### src/rtl/myrsp_tx_scheduler.sv
// Turns packetizer length descriptors into UDP header requests, enforcing
// a length check, an in-flight packet credit limit and an inter-packet gap.
module myrsp_tx_scheduler #(
  parameter int          MAX_PACKET_LENGTH = 1400,
  parameter int          HDR_BYTES         = 6,
  parameter int          MAX_OUTSTANDING   = 4,
  parameter logic [15:0] SRC_PORT          = 16'd5000,
  parameter logic [15:0] DST_PORT          = 16'd5000
) (
  input  logic        clk,
  input  logic        rst,
  input  logic        enable,
  input  logic [15:0] cfg_ipg,
  input  logic        s_hdr_valid,
  output logic        s_hdr_ready,
  input  logic [15:0] s_hdr_length,
  output logic        m_udp_hdr_valid,
  input  logic        m_udp_hdr_ready,
  output logic [15:0] m_udp_length,
  output logic [15:0] m_udp_source_port,
  output logic [15:0] m_udp_dest_port,
  input  logic        pkt_done,
  output logic        drop,
  output logic [3:0]  outstanding,
  output logic [15:0] pkt_count,
  output logic [15:0] drop_count
);

  typedef enum logic [1:0] {
    IDLE      = 2'd0,
    CHECK     = 2'd1,
    WAIT_SLOT = 2'd2,
    ISSUE     = 2'd3
  } state_t;

  localparam int         MAX_LEN = MAX_PACKET_LENGTH + HDR_BYTES;
  localparam logic [3:0] MAX_OUT = 4'(MAX_OUTSTANDING);

  function automatic logic len_bad(input logic [15:0] len);
    len_bad = (len == 16'd0) || (32'(len) > 32'(MAX_LEN));
  endfunction

  state_t      state_q, state_d;
  logic [15:0] len_q, len_d;
  logic [15:0] gap_q, gap_d;
  logic        s_hdr_ready_q, s_hdr_ready_d;
  logic        m_valid_q, m_valid_d;
  logic [15:0] m_len_q, m_len_d;
  logic        drop_q, drop_d;
  logic [3:0]  outstanding_q, outstanding_d;
  logic [15:0] pkt_count_q, pkt_count_d;
  logic [15:0] drop_count_q, drop_count_d;
  logic        accept_s;
  logic        issue_hs_s;

  assign accept_s   = s_hdr_valid && s_hdr_ready_q;
  assign issue_hs_s = m_valid_q && m_udp_hdr_ready;

  // Next-state and next-output computation for the scheduler FSM and counters.
  always_comb begin
    state_d       = state_q;
    len_d         = len_q;
    gap_d         = (gap_q != 16'd0) ? (gap_q - 16'd1) : gap_q;
    m_valid_d     = m_valid_q;
    m_len_d       = m_len_q;
    drop_d        = 1'b0;
    pkt_count_d   = pkt_count_q;
    drop_count_d  = drop_count_q;
    outstanding_d = outstanding_q;

    case (state_q)
      IDLE: begin
        if (accept_s) begin
          len_d   = s_hdr_length;
          drop_d  = len_bad(s_hdr_length);
          state_d = CHECK;
        end else begin
          state_d = IDLE;
        end
      end
      CHECK: begin
        if (len_bad(len_q)) begin
          state_d = IDLE;
          if (drop_count_q != 16'hFFFF) begin
            drop_count_d = drop_count_q + 16'd1;
          end else begin
            drop_count_d = drop_count_q;
          end
        end else begin
          state_d = WAIT_SLOT;
        end
      end
      WAIT_SLOT: begin
        if (enable && (outstanding_q < MAX_OUT) && (gap_q == 16'd0)) begin
          state_d   = ISSUE;
          m_valid_d = 1'b1;
          m_len_d   = len_q;
        end else begin
          state_d = WAIT_SLOT;
        end
      end
      ISSUE: begin
        // Valid is never withdrawn here; only the handshake leaves ISSUE.
        if (issue_hs_s) begin
          m_valid_d   = 1'b0;
          gap_d       = cfg_ipg;
          pkt_count_d = pkt_count_q + 16'd1;
          state_d     = IDLE;
        end else begin
          state_d = ISSUE;
        end
      end
      default: begin
        state_d   = IDLE;
        m_valid_d = 1'b0;
      end
    endcase

    if (issue_hs_s && !pkt_done) begin
      outstanding_d = outstanding_q + 4'd1;
    end else if (!issue_hs_s && pkt_done && (outstanding_q != 4'd0)) begin
      outstanding_d = outstanding_q - 4'd1;
    end else begin
      outstanding_d = outstanding_q;
    end

    s_hdr_ready_d = (state_d == IDLE);
  end

  // State and registered-output flops with asynchronous reset.
  always_ff @(posedge clk or posedge rst) begin
    if (rst) begin
      state_q       <= IDLE;
      len_q         <= 16'd0;
      gap_q         <= 16'd0;
      s_hdr_ready_q <= 1'b0;
      m_valid_q     <= 1'b0;
      m_len_q       <= 16'd0;
      drop_q        <= 1'b0;
      outstanding_q <= 4'd0;
      pkt_count_q   <= 16'd0;
      drop_count_q  <= 16'd0;
    end else begin
      state_q       <= state_d;
      len_q         <= len_d;
      gap_q         <= gap_d;
      s_hdr_ready_q <= s_hdr_ready_d;
      m_valid_q     <= m_valid_d;
      m_len_q       <= m_len_d;
      drop_q        <= drop_d;
      outstanding_q <= outstanding_d;
      pkt_count_q   <= pkt_count_d;
      drop_count_q  <= drop_count_d;
    end
  end

  assign s_hdr_ready       = s_hdr_ready_q;
  assign m_udp_hdr_valid   = m_valid_q;
  assign m_udp_length      = m_len_q;
  assign m_udp_source_port = SRC_PORT;
  assign m_udp_dest_port   = DST_PORT;
  assign drop              = drop_q;
  assign outstanding       = outstanding_q;
  assign pkt_count         = pkt_count_q;
  assign drop_count        = drop_count_q;

endmodule
### config.mk
export PLATFORM = sky130hd
export DESIGN_NAME = myrsp_tx_scheduler
export DESIGN_NICKNAME = d
export VERILOG_FILES = /design/src/rtl/myrsp_tx_scheduler.sv
export SDC_FILE = /design/constraint.sdc
export NUM_CORES = 1
export LEC_CHECK = 0
export CAP_MARGIN = 10
export CELL_PAD_IN_SITES_DETAIL_PLACEMENT = 1
export CELL_PAD_IN_SITES_GLOBAL_PLACEMENT = 2
export CORE_UTILIZATION = 27
export CTS_CLUSTER_SIZE = 16
export DETAILED_ROUTE_END_ITERATION = 8
export GPL_TIMING_DRIVEN = 0
export PLACE_DENSITY = 0.81
export RECOVER_POWER = 50
export SYNTH_ARGS = -nofsm -noshare
export SYNTH_HDL_FRONTEND = slang
export SYNTH_SLANG_ARGS = --single-unit
export TNS_END_PERCENT = 100
### constraint.sdc
create_clock -name clk -period 2.85 [get_ports clk]
set_input_delay 0.57 -clock clk [delete_from_list [all_inputs] [get_ports clk]]
set_output_delay 0.57 -clock clk [all_outputs]
set_load 0.05 [all_outputs]
==> impl_results.md <==
* Static Leak at between 0.002 and 0.003 uW
* Sink Count at roughly 90
* Worst Max-Slew Pin Slew at between 1 and 1.5 ns
* Min cycle time layout at about 2.6 ns
* Final setup vio count at 0
* Tot GR Track Use at 0.144
* Die Ht at between 100 and 150 um
* Reg clk slew, reported paths at 0.06 ns
* Worst-path fanout max at 9
* Clk_lat worst skew at approximately 0.35 ns
* Synth Cell Area at 4410 um^2
* Count of cell types in the netlist at 45
* CTS tree: built
* Vias per cell at about 4.4
* First-pass GRT wire length at 18500 um
* Core Area at ~16000 um^2
* Fraction of final layout cells with drive strength greater than 1 at 0.172
* Commonest cells in the netlist: 89 x dfrtp_1, 40 x nand2_1, 32 x buf_4
* Routed WL at around 11000 um
* Initial antenna violation count at 0
* Seq/Total Area, Yosys at 0.505
* Mean area per synthesized cell at around 11 um^2
* Post-synth top area cell: dfrtp_1
* TritonCTS buffer count at 9
* Yosys reg bits at 89
* Number of flops mapped to enable cells by yosys at 0
* Routability cong. at roughly 0.78
* Grt ovf at 0
* Layout Utilization at 0.383
* Number of synthesis warnings at 0
* Layout net count at between 500 and 600
* Vias at 3346
* Chip width at between 100 and 150 um
* Routed Antenna Nets at 0
* First DRT Iteration DRCs at between 70 and 80
* CP required at a little over 3 ns
* Unrepaired setup endpoints after global routing: false
* CP Class: reg2reg
* DP Wirelength at approximately 8400 um
* Slew Viols, Final at 0
* CP startpoint: gap_q[3]
* Site Rows at 46
* Area contributors post-synth: dfrtp_1 51%, mux2_2 6.9%, buf_4 5.4%
* # IOs at between 100 and 150
* Startpoint types: flip-flop
* Post-Synthesis Cells at between 400 and 500
* Vias in the first global route at approximately 3600
* Final Hold Fails at 0
* First-pass DRT Iterations at 5
* PD cells at around 640 nW/um^2
* Largest net degree at the start of global routing at 33
* CP Data Arrival Time at between 2 and 3 ns
* Placed instance area at 5760 um^2
* Top cell type's share of synthesized area at 0.505
* Avg WL per Cell at 14.8 um
* Area growth, synth to finish at 37.9%
* Post-layout instance area at approximately 6100 um^2
* VDD IR max at roughly 630 uV
* Post-synth ARST share at 1.00
* Status: completed
* Worst Hold Class: reg2reg
* Initial core utilization at 0.277
* Pwr Total at between 3000 and 4000 uW
* Max cap viols at 0
* Drt drc at 0
* Final Cycle Share at 0.908
* PortBufs at 92
* Worst hold start: pkt_count[15]
* Clk root buf: clkbuf_16
* Deepest clock path buffer count at 2
* CTS HTree Levels at 3
* Max_slew headroom at 0.129
* Setup crit end kind: flip-flop
* Die area at 16800 um^2
* Most frequent cell after synthesis: dfrtp_1
* Clock Skews at 0.00991 ns
* Max Fclk at approximately 390 MHz
* Worst r2r src: gap_q[3]
* Hold buffer count at cts at 0
* Main synth FF type: dfrtp_1
## through the flow
step                hold slack [ns]  setup TNS, ns  worst slack (ns)  cells
floorplan                     0.500              0             0.295    433
global placement              0.464          -3.63            -0.437    741
detailed placement            0.474              0            0.0189    744
CTS                           0.488              0            0.0115    760
global route                  0.518              0            0.0735    763
finish                        0.474              0             0.261    764
## registers in the layout, indices dropped and copies added (netlist names)
| name | cells |
|---|---|
| drop_count | 16 |
| gap_q | 16 |
| len_q | 16 |
| m_udp_length | 16 |
| pkt_count | 16 |
| outstanding | 4 |
| state_q | 2 |
| drop | 1 |
| m_udp_hdr_valid | 1 |
| s_hdr_ready | 1 |
## worst paths after layout
kind | slack (ns) | end | cells after the start
max | 0.26 | m_udp_length[11] | 6
min | 0.47 | pkt_count[15] | 1
max reg2reg | 0.26 | m_udp_length[11] | 6
min reg2reg | 0.47 | pkt_count[15] | 1
max in group asynchronous | 0.51 | outstanding[3] | 3
min in group asynchronous | 0.95 | m_udp_length[2] | 2
## cell type report
cell class | count | area (um^2)
multi-input combinational | 298 | 2000
timing repair buffer | 98 | 957
inverter | 6 | 23.8
antenna | 1 | 2.50
tap | 216 | 270
fill | 1810 | 9810
clock inverter | 4 | 76.3
clock buffer | 12 | 246
buffer | 40 | 278
sequential | 89 | 2230
## placed cells by master (no fill, tap or decap), types with 3 or more instances in the layout
cell | netlist | final
mux2_4 | 7 | 7
nor4_1 | 13 | 13
dlygate4sd3_1 | 0 | 7
nand3_1 | 19 | 19
nand3b_1 | 3 | 3
mux2_2 | 27 | 27
ha_1 | 6 | 6
clkbuf_16 | 0 | 9
buf_4 | 32 | 35
xnor2_1 | 27 | 27
nand2_1 | 40 | 40
and3_1 | 3 | 3
clkdlybuf4s50_1 | 0 | 85
a21oi_1 | 5 | 5
xor2_1 | 19 | 19
or4_1 | 4 | 4
nor2_1 | 25 | 25
nor3_1 | 17 | 17
clkbuf_1 | 7 | 10
dfrtp_1 | 89 | 89
inv_1 | 6 | 5
nand4_1 | 7 | 7
o21ai_0 | 15 | 15
conb_1 | 2 | 32
## logic make-up after synthesis
kind of cell / count (synthesis) / share of synthesized area
AOI/OAI and AO/OA: 30 / 0.0406
other: 2 / 0.00170
and+or+nand+nor: 148 / 0.176
xor gates and xnor gates: 46 / 0.0914
DFF: 89 / 0.505
adders and majority gates: 7 / 0.0216
buffers and inverters: 46 / 0.0681
muxes: 35 / 0.0951
## worst max-delay path, cell delays in order (launching register included)
cell and delay (ns):
dfrtp_1 0.42, or4_1 0.63, or4_1 0.53, nor3_4 0.29
nand4_4 0.12, buf_4 0.21, mux2_2 0.28
## routing by layer
metal,part of all wire,global-route usage
met5,0,0
met4,0.015,0.0547
met3,0.045,0.0361
met2,0.51,0.247
met1,0.43,0.173
## power breakdown
group	internal [uW]	leakage, uW	switching (uW)
Sequential	1450	0.00112	210
Clock	795	0.000153	498
Combinational	386	0.00136	541
Total	2630	0.00263	1250
## repair_timing
action,4_1_cts,5_1_grt
setup endpoints to repair,0,17
setup buffers,0,3
gates resized for setup,0,1
(Power assumes the default switching activity.)
